===== config.mk =====
export PLATFORM = sky130hd
export DESIGN_NAME = msrv32_trap_controller
export DESIGN_NICKNAME = d
export VERILOG_FILES = /design/src/rtl/msrv32_trap_controller.sv
export SDC_FILE = /design/constraint.sdc
export NUM_CORES = 1
export LEC_CHECK = 0
export ABC_AREA = 1
export CORE_MARGIN = 4
export CORE_UTILIZATION = 42
export CTS_BUF_LIST = sky130_fd_sc_hd__clkbuf_8
export DETAILED_ROUTE_END_ITERATION = 6
export GPL_TIMING_DRIVEN = 0
export PLACE_DENSITY_LB_ADDON = 0.08
export REMOVE_ABC_BUFFERS = 1
export SLEW_MARGIN = 15
export SYNTH_ARGS = -nofsm -noshare
export SYNTH_HDL_FRONTEND = slang
export SYNTH_SLANG_ARGS = --single-unit

===== constraint.sdc =====
create_clock -name clock -period 2.9 [get_ports clock]
set_clock_uncertainty 0.1 [all_clocks]
set_input_delay 0.29 -clock clock [delete_from_list [all_inputs] [get_ports clock]]
set_output_delay 0.29 -clock clock [all_outputs]
set_load 0.1 [all_outputs]

===== src/rtl/msrv32_trap_controller.sv =====
// Machine-mode trap sequencer for the msrv32 core: arbitrates exceptions,
// interrupts and MRET, and drives the CSR trap strobes plus PC select/flush.
module msrv32_trap_controller (
    input  logic       clock,
    input  logic       rst_in,
    input  logic       illegal_instr_in,
    input  logic       misaligned_instr_in,
    input  logic       misaligned_load_in,
    input  logic       misaligned_store_in,
    input  logic       ecall_in,
    input  logic       ebreak_in,
    input  logic       mret_in,
    input  logic       mie_in,
    input  logic       meie_in,
    input  logic       mtie_in,
    input  logic       msie_in,
    input  logic       meip_in,
    input  logic       mtip_in,
    input  logic       msip_in,
    output logic       i_or_e_out,
    output logic [3:0] cause_out,
    output logic       set_cause_out,
    output logic       set_epc_out,
    output logic       mie_clear_out,
    output logic       mie_set_out,
    output logic       instret_inc_out,
    output logic       misaligned_exception_out,
    output logic [1:0] pc_src_out,
    output logic       flush_out
);

    typedef enum logic [1:0] {
        ST_RESET       = 2'd0,
        ST_OPERATE     = 2'd1,
        ST_TRAP_TAKEN  = 2'd2,
        ST_TRAP_RETURN = 2'd3
    } state_t;

    localparam logic [1:0] PC_BOOT = 2'b00;
    localparam logic [1:0] PC_EPC  = 2'b01;
    localparam logic [1:0] PC_NEXT = 2'b10;
    localparam logic [1:0] PC_TRAP = 2'b11;

    localparam logic [3:0] CAUSE_MISALIGNED_INSTR = 4'd0;
    localparam logic [3:0] CAUSE_ILLEGAL          = 4'd2;
    localparam logic [3:0] CAUSE_EBREAK           = 4'd3;
    localparam logic [3:0] CAUSE_ECALL            = 4'd11;
    localparam logic [3:0] CAUSE_MISALIGNED_LOAD  = 4'd4;
    localparam logic [3:0] CAUSE_MISALIGNED_STORE = 4'd6;
    localparam logic [3:0] CAUSE_MEI              = 4'd11;
    localparam logic [3:0] CAUSE_MSI              = 4'd3;
    localparam logic [3:0] CAUSE_MTI              = 4'd7;

    state_t     state_q;
    logic [1:0] pc_src_q;
    logic       flush_q;
    logic       set_epc_q;
    logic       set_cause_q;
    logic       mie_clear_q;
    logic       mie_set_q;
    logic [3:0] cause_q;
    logic       i_or_e_q;
    logic       misaligned_q;

    logic       exc;
    logic       irq;
    logic       mei_hit;
    logic       msi_hit;
    logic       mti_hit;
    logic [3:0] exc_cause;
    logic [3:0] irq_cause;
    logic       exc_misaligned;
    logic [3:0] trap_cause_d;

    assign exc = illegal_instr_in | misaligned_instr_in | misaligned_load_in |
                 misaligned_store_in | ecall_in | ebreak_in;

    assign mei_hit = meie_in & meip_in;
    assign msi_hit = msie_in & msip_in;
    assign mti_hit = mtie_in & mtip_in;
    assign irq     = mie_in & (mei_hit | msi_hit | mti_hit);

    // NOTE: every signal gets a default before the priority chain so no
    // path leaves it unassigned and no latch is inferred.
    always_comb begin
        exc_cause      = CAUSE_MISALIGNED_STORE;
        exc_misaligned = 1'b0;
        if (misaligned_instr_in) begin
            exc_cause      = CAUSE_MISALIGNED_INSTR;
            exc_misaligned = 1'b1;
        end else if (illegal_instr_in) begin
            exc_cause = CAUSE_ILLEGAL;
        end else if (ebreak_in) begin
            exc_cause = CAUSE_EBREAK;
        end else if (ecall_in) begin
            exc_cause = CAUSE_ECALL;
        end else if (misaligned_load_in) begin
            exc_cause      = CAUSE_MISALIGNED_LOAD;
            exc_misaligned = 1'b1;
        end else if (misaligned_store_in) begin
            exc_cause      = CAUSE_MISALIGNED_STORE;
            exc_misaligned = 1'b1;
        end
    end

    always_comb begin
        irq_cause = CAUSE_MTI;
        if (mei_hit) begin
            irq_cause = CAUSE_MEI;
        end else if (msi_hit) begin
            irq_cause = CAUSE_MSI;
        end
    end

    // Exceptions always beat interrupts; the loser is simply dropped.
    assign trap_cause_d = exc ? exc_cause : irq_cause;

    // NOTE: state and registered outputs use non-blocking assignments so all
    // of them update together on the edge regardless of statement order.
    always_ff @(posedge clock) begin
        if (!rst_in) begin
            state_q      <= ST_RESET;
            pc_src_q     <= PC_BOOT;
            flush_q      <= 1'b1;
            set_epc_q    <= 1'b0;
            set_cause_q  <= 1'b0;
            mie_clear_q  <= 1'b0;
            mie_set_q    <= 1'b0;
            cause_q      <= 4'd0;
            i_or_e_q     <= 1'b0;
            misaligned_q <= 1'b0;
        end else begin
            set_epc_q   <= 1'b0;
            set_cause_q <= 1'b0;
            mie_clear_q <= 1'b0;
            mie_set_q   <= 1'b0;
            case (state_q)
                ST_OPERATE: begin
                    if (exc || irq) begin
                        state_q      <= ST_TRAP_TAKEN;
                        pc_src_q     <= PC_TRAP;
                        flush_q      <= 1'b1;
                        set_epc_q    <= 1'b1;
                        set_cause_q  <= 1'b1;
                        mie_clear_q  <= 1'b1;
                        cause_q      <= trap_cause_d;
                        i_or_e_q     <= ~exc;
                        misaligned_q <= exc & exc_misaligned;
                    end else if (mret_in) begin
                        state_q   <= ST_TRAP_RETURN;
                        pc_src_q  <= PC_EPC;
                        flush_q   <= 1'b1;
                        mie_set_q <= 1'b1;
                    end else begin
                        state_q  <= ST_OPERATE;
                        pc_src_q <= PC_NEXT;
                        flush_q  <= 1'b0;
                    end
                end
                // Events seen in RESET or in a one-cycle trap state belong to a
                // flushed instruction, so they are ignored.
                ST_RESET, ST_TRAP_TAKEN, ST_TRAP_RETURN: begin
                    state_q  <= ST_OPERATE;
                    pc_src_q <= PC_NEXT;
                    flush_q  <= 1'b0;
                end
                default: begin
                    state_q  <= ST_RESET;
                    pc_src_q <= PC_BOOT;
                    flush_q  <= 1'b1;
                end
            endcase
        end
    end

    // Retirement is the only output that depends on this cycle's inputs.
    assign instret_inc_out = (state_q == ST_OPERATE) & ~exc & ~irq;

    assign pc_src_out               = pc_src_q;
    assign flush_out                = flush_q;
    assign set_epc_out              = set_epc_q;
    assign set_cause_out            = set_cause_q;
    assign mie_clear_out            = mie_clear_q;
    assign mie_set_out              = mie_set_q;
    assign cause_out                = cause_q;
    assign i_or_e_out               = i_or_e_q;
    assign misaligned_exception_out = misaligned_q;

endmodule


==> flow_summary.rst, run 1 <==
.. list-table::
   :header-rows: 1

   * - Metric
     - Value
   * - Count of final setup violators
     - 0
   * - Mean cell area of the mapped netlist
     - 7.88 µm²
   * - Total core area
     - 1300 µm²
   * - Startpoint kind of the worst setup timing path
     - primary input
   * - Required time of the critical path
     - 2510 ps
   * - Number of vias per cell
     - 4.69
   * - RSZ-0062 raised after global routing
     - no
   * - Area of the die
     - 2030 µm²
   * - Total inserted antenna cells
     - 0
   * - Antenna violations before repair
     - 0
   * - Number of hold violations in the final report
     - 0
   * - Post-Synthesis Cells
     - 73
   * - Count of distinct cell types in the synthesized netlist
     - 18
   * - Number of detailed-routing iterations run before antenna repair
     - 4
   * - TritonCTS Buffers
     - 3
   * - Maximum number of pins on one net before global-route repair
     - 11
   * - DRC marker count from the first detailed-route iteration
     - 6
   * - Run status
     - completed
   * - Worst skew pair latency
     - 240 ps
   * - Slew at the pin with the worst max-slew slack
     - 983 ps
   * - Detailed Place HPWL
     - 1.06 mm
   * - Worst slew margin
     - 34.2%
   * - Maximum frequency from static timing analysis
     - 377 MHz
   * - Final estimated routing congestion in global placement
     - 0.811
   * - Share of the clock period used by the worst path after layout
     - 91.5%
   * - Post-cts hold buffer count
     - 0
   * - Average wire length per cell after detail routing
     - 11.1 µm
   * - Number of nets in the layout
     - 119
   * - Synthesis-to-finish area growth
     - 58.3%
   * - DRC
     - 0
   * - Wire length of the first global-routing pass
     - 2.29 mm
   * - Synthesized flop and latch total
     - 12
   * - Fraction of layout cells with a size suffix above 1
     - 12.7%
   * - Die height
     - 45.0 µm
   * - Final hold slack
     - 359 ps
   * - Yosys warning count
     - 0
   * - Area of the mapped netlist
     - 576 µm²
   * - Standard-cell row count
     - 13
   * - Initial cell density of the core
     - 44.2%
   * - Final routed wirelength across all metal layers
     - 1.30 mm
   * - Clock tree from TritonCTS
     - yes
   * - Clock Sink Count
     - 12
   * - Fraction of the core area covered by cells at the end of the flow
     - 70.0%
   * - Arrival time of data at the critical path endpoint
     - 2260 ps
   * - Count of input and output buffers
     - 29
   * - Worst IR drop on VDD
     - 0.265 mV
   * - Residual antenna-violating net count after detailed routing
     - 0
   * - LEAKAGE
     - 0.426 nW
   * - Total Neg Setup Slack
     - 0 ps
   * - Number of primary I/O pins
     - 30
   * - Part of the Yosys area used for sequential elements
     - 41.7%
   * - All-Layer GR Usage
     - 15.4%
   * - Total power consumption of the routed design
     - 0.504 mW
   * - Overall overflow remaining after global route
     - 0
   * - Shortest clock period the worst path allows after layout
     - 2650 ps
   * - Cell Pwr Density
     - 553 nW/µm²
   * - Number of global-route vias before repair
     - 560
   * - Maximum count of clock buffers along a single path
     - 2
   * - Width of the chip
     - 45.0 µm
   * - Number of maximum-capacitance constraint violations
     - 0
   * - Cell chosen for the clock root
     - sky130_fd_sc_hd__clkbuf_8
   * - Clk pin slew, worst setup/hold paths
     - 50 ps
   * - Kind of path behind the tightest hold check
     - reg2reg
   * - Crit-path max FO
     - 5
   * - Kind of capture point of the worst setup path
     - output pin
   * - Vias post-DR
     - 549
   * - Critical path class
     - in2out
   * - Final Slew Violations
     - 0
   * - H-tree depth
     - 1
per-layer routing:
| layer | vias up | track usage [%] | wire [µm] |
|---|---|---|---|
| li1 | 290 | - | - |
| met1 | 228 | 18.0 | 504 |
| met2 | 29 | 27.1 | 666 |
| met3 | 2 | 1.20 | 110 |
| met4 | 0 | 8.77 | 19 |
| met5 | - | 0 | 0 |
area by class of cell:
class / instances / area [µm²]
clock buffers: 4 / 55.1
inverters: 8 / 30.0
fillers: 126 / 390
flip-flops and latches: 12 / 240
repair buffers: 29 / 289
well taps: 15 / 18.8
multi-input cells: 49 / 278
logic make-up after synthesis:
family	Yosys count	synth area share (%)
buf+inv	12	10.0
compound gates	5	5.00
simple gates	44	43.3
flops	12	41.7
power by group:
part | switching, mW | internal (mW) | leakage, nW | total, mW
logic | 0.102 | 0.0433 | 0.299 | 0.145
clock network | 0.0604 | 0.120 | 0.0288 | 0.180
registers | 0.00458 | 0.174 | 0.0985 | 0.179
total | 0.167 | 0.337 | 0.426 | 0.504
synthesized netlist by cell type:
cell	count	area share [%]
sky130_fd_sc_hd__nand2_1	21	14
sky130_fd_sc_hd__o21ai_0	1	0.87
sky130_fd_sc_hd__a21oi_2	1	1.5
sky130_fd_sc_hd__nor3_1	1	0.87
sky130_fd_sc_hd__buf_2	1	0.87
sky130_fd_sc_hd__buf_4	3	3.9
sky130_fd_sc_hd__inv_1	6	3.9
sky130_fd_sc_hd__inv_2	2	1.3
sky130_fd_sc_hd__nor2_8	1	3.5
sky130_fd_sc_hd__nand3b_1	1	1.3
sky130_fd_sc_hd__nand2_4	2	3.9
sky130_fd_sc_hd__nand4_1	3	3.3
sky130_fd_sc_hd__dfxtp_1	12	42
sky130_fd_sc_hd__nor2_1	3	2.0
sky130_fd_sc_hd__nand3_4	1	3.0
sky130_fd_sc_hd__a21oi_1	3	2.6
sky130_fd_sc_hd__nor2_4	2	3.9
sky130_fd_sc_hd__nand3_1	9	7.8
flip-flops by register name, indices dropped and copies added, names as in the netlist:
signal,cells
cause_out,4
pc_src_out,1
state_q,2
misaligned_exception_out,1
flush_out,1
mie_set_out,1
i_or_e_out,1
mie_clear_out,1
placed cells by master (no fill, tap or decap):
| cell type | count |
|---|---|
| sky130_fd_sc_hd__inv_1 | 6 |
| sky130_fd_sc_hd__clkbuf_8 | 4 |
| sky130_fd_sc_hd__nand4_1 | 3 |
| sky130_fd_sc_hd__nor3_1 | 1 |
| sky130_fd_sc_hd__dlygate4sd2_1 | 1 |
| sky130_fd_sc_hd__nand2_4 | 2 |
| sky130_fd_sc_hd__a21oi_1 | 3 |
| sky130_fd_sc_hd__clkdlybuf4s50_1 | 28 |
| sky130_fd_sc_hd__nand3_1 | 9 |
| sky130_fd_sc_hd__nand3b_1 | 1 |
| sky130_fd_sc_hd__o21ai_0 | 1 |
| sky130_fd_sc_hd__inv_2 | 2 |
| sky130_fd_sc_hd__nor2_1 | 3 |
| sky130_fd_sc_hd__nand2_1 | 21 |
| sky130_fd_sc_hd__a21oi_2 | 1 |
| sky130_fd_sc_hd__nor2_4 | 2 |
| sky130_fd_sc_hd__dfxtp_1 | 12 |
| sky130_fd_sc_hd__nor2_8 | 1 |
| sky130_fd_sc_hd__nand3_4 | 1 |
stage by stage:
step	setup WS, ps	cell area, µm²	std cells
after global placement	-25.9	857	113
after floorplan	-379	548	69
after CTS	219	911	117
after detailed placement	-73.3	857	113
final	245	911	117
after global routing	128	911	117
critical path: stages:
cell and delay, ps:
sky130_fd_sc_hd__clkdlybuf4s50_1 460, sky130_fd_sc_hd__nor2_4 170, sky130_fd_sc_hd__nand3_4 110, sky130_fd_sc_hd__nor2_8 140, sky130_fd_sc_hd__nand2_4 90, sky130_fd_sc_hd__nor3_1 130
sky130_fd_sc_hd__dlygate4sd2_1 870
timing repair:
action | in CTS | in global routing
endpoints found under the setup margin | 1 | 0
gates resized for setup | 1 | 0
buffers inserted | 0 | 0
path summary, 6_finish.rpt:
kind	from	end	slack [ps]	depth (start not counted)
worst max-delay path	ecall_in	instret_inc_out	250	7
worst min-delay path	i_or_e_out	i_or_e_out	360	2
worst max register to register	state_q[1]	misaligned_exception_out	1750	5
worst min register to register	i_or_e_out	i_or_e_out	360	2
No activity file was read; power rests on OpenSTA's default activity.
==> run 2, diff against run 1 <==
Settings changed: MAX_ROUTING_LAYER from default to met4.
==> flow_summary.rst, run 2 (synthesis gave the netlist of run 1 again) <==
.. list-table::
   :header-rows: 1

   * - Metric
     - Value
   * - Startpoint kind of the worst setup timing path
     - primary input
   * - Kind of path behind the tightest hold check
     - reg2reg
   * - Kind of capture point of the worst setup path
     - output pin
   * - Cell chosen for the clock root
     - sky130_fd_sc_hd__clkbuf_8
   * - Final estimated routing congestion in global placement
     - 0.823 (+1.5%)
   * - Clk pin slew, worst setup/hold paths
     - 50 ps (about the same)
   * - Final Slew Violations
     - 0 (unchanged)
   * - Standard-cell row count
     - 13 (unchanged)
   * - Clock Sink Count
     - 12 (unchanged)
   * - Worst IR drop on VDD
     - 0.265 mV (unchanged)
   * - R2r startpoint
     - state_q[1]
   * - DRC
     - 0 (unchanged)
   * - Required time of the critical path
     - 2510 ps (about the same)
   * - Endpoint of the worst-slack reg-to-reg timing path
     - misaligned_exception_out
   * - Number of primary I/O pins
     - 30 (unchanged)
   * - Count of input and output buffers
     - 29 (unchanged)
   * - Sum of routed wire segments on met1
     - 504 µm (unchanged)
   * - Width of the chip
     - 45.0 µm (unchanged)
   * - Shortest clock period the worst path allows after layout
     - 2650 ps (unchanged)
   * - Initial cell density of the core
     - 44.2% (unchanged)
   * - Maximum number of pins on one net before global-route repair
     - 11 (unchanged)
   * - Terminating pin of the worst hold path
     - i_or_e_out
   * - Worst slew margin
     - 34.2% (unchanged)
   * - Total power consumption of the routed design
     - 0.504 mW (about the same)
   * - Total core area
     - 1300 µm² (unchanged)
   * - Uppermost routed layer
     - met4
   * - Number of hold violations in the final report
     - 0 (unchanged)
   * - Number of flip-flops under the largest register name
     - 4 (unchanged)
   * - Critical path class
     - in2out
   * - Most common cell after layout, fill and taps aside
     - sky130_fd_sc_hd__clkdlybuf4s50_1
   * - Placed cell count
     - 113 (unchanged)
   * - Maximum frequency from static timing analysis
     - 377 MHz (unchanged)
   * - Setup WS post-layout
     - 245 ps (unchanged)
   * - Cells on worst reg2reg path
     - 5 (unchanged)
   * - All-Layer GR Usage
     - 15.8% (+0.45 points)
   * - DRC marker count from the first detailed-route iteration
     - 6 (unchanged)
   * - Number of detailed-routing iterations run before antenna repair
     - 4 (unchanged)
   * - H-tree depth
     - 1 (unchanged)
   * - Worst skew pair latency
     - 240 ps (about the same)
   * - Number of vias per cell
     - 4.69 (unchanged)
   * - Count of final setup violators
     - 0 (unchanged)
   * - Total inserted antenna cells
     - 0 (unchanged)
   * - Total Neg Setup Slack
     - 0 ps (unchanged)
   * - Number of global-route vias before repair
     - 561 (+0.18%)
   * - Cell Pwr Density
     - 553 nW/µm² (about the same)
   * - Wire length of the first global-routing pass
     - 2.29 mm (unchanged)
   * - Final routed wirelength across all metal layers
     - 1.30 mm (unchanged)
   * - LEAKAGE
     - 0.426 nW (unchanged)
   * - Area of the die
     - 2030 µm² (unchanged)
   * - Maximum count of clock buffers along a single path
     - 2 (unchanged)
   * - Critical Path Source
     - ecall_in
   * - Antenna violations before repair
     - 0 (unchanged)
   * - Number of maximum-capacitance constraint violations
     - 0 (unchanged)
   * - RSZ-0062 raised after global routing
     - no
   * - Vias post-DR
     - 549 (unchanged)
   * - Average wire length per cell after detail routing
     - 11.1 µm (unchanged)
   * - Slew at the pin with the worst max-slew slack
     - 983 ps (unchanged)
   * - Residual antenna-violating net count after detailed routing
     - 0 (unchanged)
   * - Number of nets in the layout
     - 119 (unchanged)
   * - Final non-filler cell total
     - 117 (unchanged)
   * - Final hold slack
     - 359 ps (+0.00300 ps)
   * - Overall overflow remaining after global route
     - 0 (unchanged)
   * - TritonCTS Buffers
     - 3 (unchanged)
   * - Met3 WL post-DR
     - 110 µm (unchanged)
   * - Arrival time of data at the critical path endpoint
     - 2260 ps (about the same)
   * - Hold path startpoint
     - i_or_e_out
   * - Worst slack after detailed placement
     - -73.3 ps (unchanged)
   * - Detailed Place HPWL
     - 1.06 mm (unchanged)
   * - Run status
     - completed
   * - Hold path cells
     - 2 (unchanged)
   * - Die height
     - 45.0 µm (unchanged)
   * - Wire length on met2
     - 666 µm (unchanged)
   * - Share of the clock period used by the worst path after layout
     - 91.5% (unchanged)
   * - Crit-path max FO
     - 5 (unchanged)
   * - Fraction of layout cells with a size suffix above 1
     - 12.7% (unchanged)
   * - R2R Setup Slk
     - 1750 ps (about the same)
   * - Commonest cells after routing, fill and taps aside
     - 28 x sky130_fd_sc_hd__clkdlybuf4s50_1, 21 x sky130_fd_sc_hd__nand2_1, 12 x sky130_fd_sc_hd__dfxtp_1
   * - Synthesis-to-finish area growth
     - 58.3% (unchanged)
   * - Clock tree from TritonCTS
     - yes
==> run 2: cell counts in the layout (fill, tap and decap cells not counted) <==
Identical to the previous run, type by type.
==> run 2: how the worst max path moves through the flow <==
stage,end,slack [ps]
after floorplan,instret_inc_out,-380
after global placement,instret_inc_out,-30
after detailed placement,instret_inc_out,-70
after CTS,instret_inc_out,220
after global routing,instret_inc_out,130
final,instret_inc_out,250
==> run 2: final cells by class <==
| class | instances | area (µm²) |
|---|---|---|
| tap | 15 | 18.8 |
| fill | 126 | 390 |
| sequential | 12 | 240 |
| inverter | 8 | 30.0 |
| clock buffer | 4 | 55.1 |
| multi-input combinational | 49 | 278 |
| timing repair buffer | 29 | 289 |
==> run 2: where the power goes <==
| part | total [mW] | switching, mW | internal, mW |
|---|---|---|---|
| clock network | 0.180 | 0.0604 | 0.120 |
| registers | 0.179 | 0.00458 | 0.174 |
| logic | 0.145 | 0.102 | 0.0433 |
| total | 0.504 | 0.167 | 0.337 |
==> run 2: layer usage <==
metal	up-vias	GRT usage (%)
li1	290	-
met1	228	18.0
met2	29	27.1
met3	2	1.20
met4	0	8.77
met5	-	-
==> run 2: critical path, stage by stage <==
cell,delay (ps)
sky130_fd_sc_hd__clkdlybuf4s50_1,460
sky130_fd_sc_hd__nor2_4,170
sky130_fd_sc_hd__nand3_4,110
sky130_fd_sc_hd__nor2_8,140
sky130_fd_sc_hd__nand2_4,90
sky130_fd_sc_hd__nor3_1,130
sky130_fd_sc_hd__dlygate4sd2_1,870
==> run 2: per-stage QoR <==
step	util (%)	instance area, µm²
2_1_floorplan	-	548
5_1_grt	70.0	911
4_1_cts	70.0	911
6_report	70.0	911
3_3_place_gp	65.9	857
3_5_place_dp	65.9	857
==> run 2: repair_timing <==
| action | 4_1_cts | 5_1_grt |
|---|---|---|
| buffers inserted | 0 | 0 |
| resized for setup | 1 | 0 |
| setup endpoints to repair | 1 | 0 |
| hold buffers | 0 | 0 |
==> run 3, diff against run 2 <==
Settings changed: TNS_END_PERCENT from default to 50.
Clock period 2.9 ns to 3.2 ns, I/O delays scaled along.
==> flow_summary.rst, run 3 (synthesis gave the netlist of run 1 again) <==
.. list-table::
   :header-rows: 1

   * - Metric
     - Value
   * - Run status
     - completed
   * - Fill cells
     - 125 (-0.79%)
   * - Number of maximum-capacitance constraint violations
     - 0 (unchanged)
   * - Crit-path max FO
     - 5 (unchanged)
   * - Post-cts hold buffer count
     - 0 (unchanged)
   * - Total Neg Setup Slack
     - 0 ps (unchanged)
   * - Cell chosen for the clock root
     - sky130_fd_sc_hd__clkbuf_8
   * - Number of vias per cell
     - 4.69 (unchanged)
   * - Worst skew pair latency
     - 240 ps (about the same)
   * - Synthesis-to-finish area growth
     - 58.5%
   * - Critical path class
     - in2out
   * - Relative contribution of sequential cells to total power
     - 35.4% (about the same)
   * - Setup WS post-layout
     - 190 ps (-55.4 ps)
   * - LEAKAGE
     - 0.421 nW (-1.1%)
   * - Timing endpoint of the critical path
     - instret_inc_out
   * - RSZ-0062 raised after global routing
     - no
   * - All-Layer GR Usage
     - 15.8% (unchanged)
   * - Share of the clock period used by the worst path after layout
     - 94.1%
   * - Antenna violations before repair
     - 0 (unchanged)
   * - Comb power frac
     - 28.8% (about the same)
   * - Clock power share
     - 35.8% (about the same)
   * - Slew at the pin with the worst max-slew slack
     - 983 ps (unchanged)
   * - Critical Path Source
     - ecall_in
   * - Switching share of total power
     - 33.1% (about the same)
   * - Final Instance Area
     - 912 µm² (+0.14%)
   * - Residual antenna-violating net count after detailed routing
     - 0 (unchanged)
   * - Maximum count of clock buffers along a single path
     - 2 (unchanged)
   * - Cell Pwr Density
     - 501 nW/µm² (-9.5%)
   * - R2r startpoint
     - state_q[1]
   * - Clock tree from TritonCTS
     - yes
   * - H-tree depth
     - 1 (unchanged)
   * - Number of global-route vias before repair
     - 561 (unchanged)
   * - Kind of path behind the tightest hold check
     - reg2reg
   * - Hold path cells
     - 2 (unchanged)
   * - Post-cts resize count
     - 0 (-1)
   * - Worst slew margin
     - 34.2% (unchanged)
   * - Shortest clock period the worst path allows after layout
     - 3010 ps
   * - Endpoint of the worst-slack reg-to-reg timing path
     - misaligned_exception_out
   * - R2R Setup Slk
     - 2050 ps (+300 ps)
   * - Final routed wirelength across all metal layers
     - 1.30 mm (about the same)
   * - Width of the chip
     - 45.0 µm (unchanged)
   * - Count of final setup violators
     - 0 (unchanged)
   * - Kind of capture point of the worst setup path
     - output pin
   * - Clock Sink Count
     - 12 (unchanged)
   * - Commonest cells after routing, fill and taps aside
     - 29 x sky130_fd_sc_hd__clkdlybuf4s50_1, 21 x sky130_fd_sc_hd__nand2_1, 12 x sky130_fd_sc_hd__dfxtp_1
   * - Clk pin slew, worst setup/hold paths
     - 50 ps (about the same)
   * - Fraction of layout cells with a size suffix above 1
     - 12.7% (unchanged)
   * - Area after DPL
     - 857 µm² (unchanged)
   * - Overall overflow remaining after global route
     - 0 (unchanged)
   * - Number of hold violations in the final report
     - 0 (unchanged)
   * - Number of detailed-routing iterations run before antenna repair
     - 4 (unchanged)
   * - Startpoint kind of the worst setup timing path
     - primary input
   * - Final hold slack
     - 359 ps (unchanged)
   * - Detailed Place HPWL
     - 1.06 mm (unchanged)
   * - Average wire length per cell after detail routing
     - 11.1 µm (about the same)
   * - Required time of the critical path
     - 2780 ps (+270 ps)
   * - Vias post-DR
     - 549 (unchanged)
   * - Number of primary I/O pins
     - 30 (unchanged)
   * - Cells on worst reg2reg path
     - 5 (unchanged)
   * - Number of nets in the layout
     - 119 (unchanged)
   * - Total core area
     - 1300 µm² (unchanged)
   * - DRC
     - 0 (unchanged)
   * - Buffer count from post-CTS setup fixing
     - 0 (unchanged)
   * - Worst IR drop on VDD
     - 0.240 mV (-9.4%)
   * - Maximum frequency from static timing analysis
     - 332 MHz
   * - Standard-cell row count
     - 13 (unchanged)
   * - Die height
     - 45.0 µm (unchanged)
   * - Number of flip-flops under the largest register name
     - 4 (unchanged)
   * - Initial cell density of the core
     - 44.2% (unchanged)
   * - Wire length of the first global-routing pass
     - 2.29 mm (unchanged)
   * - Maximum number of pins on one net before global-route repair
     - 11 (unchanged)
   * - Net load switching power
     - 0.151 mW (-9.4%)
   * - Most common cell after layout, fill and taps aside
     - sky130_fd_sc_hd__clkdlybuf4s50_1
   * - TritonCTS Buffers
     - 3 (unchanged)
   * - Area of the die
     - 2030 µm² (unchanged)
   * - Arrival time of data at the critical path endpoint
     - 2590 ps (+330 ps)
   * - Final estimated routing congestion in global placement
     - 0.823 (unchanged)
   * - Count of input and output buffers
     - 29 (unchanged)
   * - Total inserted antenna cells
     - 0 (unchanged)
   * - Final Slew Violations
     - 0 (unchanged)
   * - Worst slack after detailed placement
     - 167 ps (+240 ps)
   * - Int Power
     - 0.306 mW (-9.4%)
   * - DRC marker count from the first detailed-route iteration
     - 6 (unchanged)
-- run 3: how the worst min path moves through the flow --
stage,startpoint,end,slack (ps)
floorplan,rst_in,flush_out,300
global placement,i_or_e_out,i_or_e_out,350
detailed placement,cause_out[1],cause_out[1],360
CTS,cause_out[1],cause_out[1],360
global route,cause_out[1],cause_out[1],400
finish,i_or_e_out,i_or_e_out,360
-- run 3: routing by layer --
metal	vias to the layer above	share of wire, %	global-route usage [%]
met5	-	0	-
met4	0	1.5	8.77
met3	2	8.5	1.20
met2	29	51	27.1
met1	228	39	18.0
li1	290	-	-
-- run 3: layout make-up --
cell class	instances	area, µm²	share of cell area, %
Timing Repair Buffer	29	290	31.8
Multi-Input combinational cell	49	278	30.5
Sequential cell	12	240	26.3
Clock buffer	4	55.1	6.04
Inverter	8	30.0	3.29
Tap cell	15	18.8	2.06
-- run 3: critical path, cell delays in order --
cell and delay, ps:
sky130_fd_sc_hd__clkdlybuf4s50_1 460, sky130_fd_sc_hd__nor2_4 170, sky130_fd_sc_hd__nand3_4 110, sky130_fd_sc_hd__nor2_8 140, sky130_fd_sc_hd__nand2_4 90, sky130_fd_sc_hd__nor3_1 140
sky130_fd_sc_hd__clkdlybuf4s50_1 1160
-- run 3: through the flow --
step           std cells  utilization, %  power, mW
2_1_floorplan         69               -      0.254
6_report             117            70.1      0.457
4_1_cts              117            70.1      0.459
3_3_place_gp         113            65.9      0.295
5_1_grt              117            70.1      0.475
3_5_place_dp         113            65.9      0.297
-- run 3: power by group through the flow --
| stage | Clock [mW] | Sequential, mW | Combinational, mW |
|---|---|---|---|
| 2_1_floorplan | 0 | 0.227 | 0.0266 |
| 3_3_place_gp | 0 | 0.165 | 0.131 |
| 3_5_place_dp | 0 | 0.165 | 0.132 |
| 4_1_cts | 0.164 | 0.162 | 0.133 |
| 5_1_grt | 0.173 | 0.163 | 0.139 |
| 6_report | 0.163 | 0.162 | 0.132 |
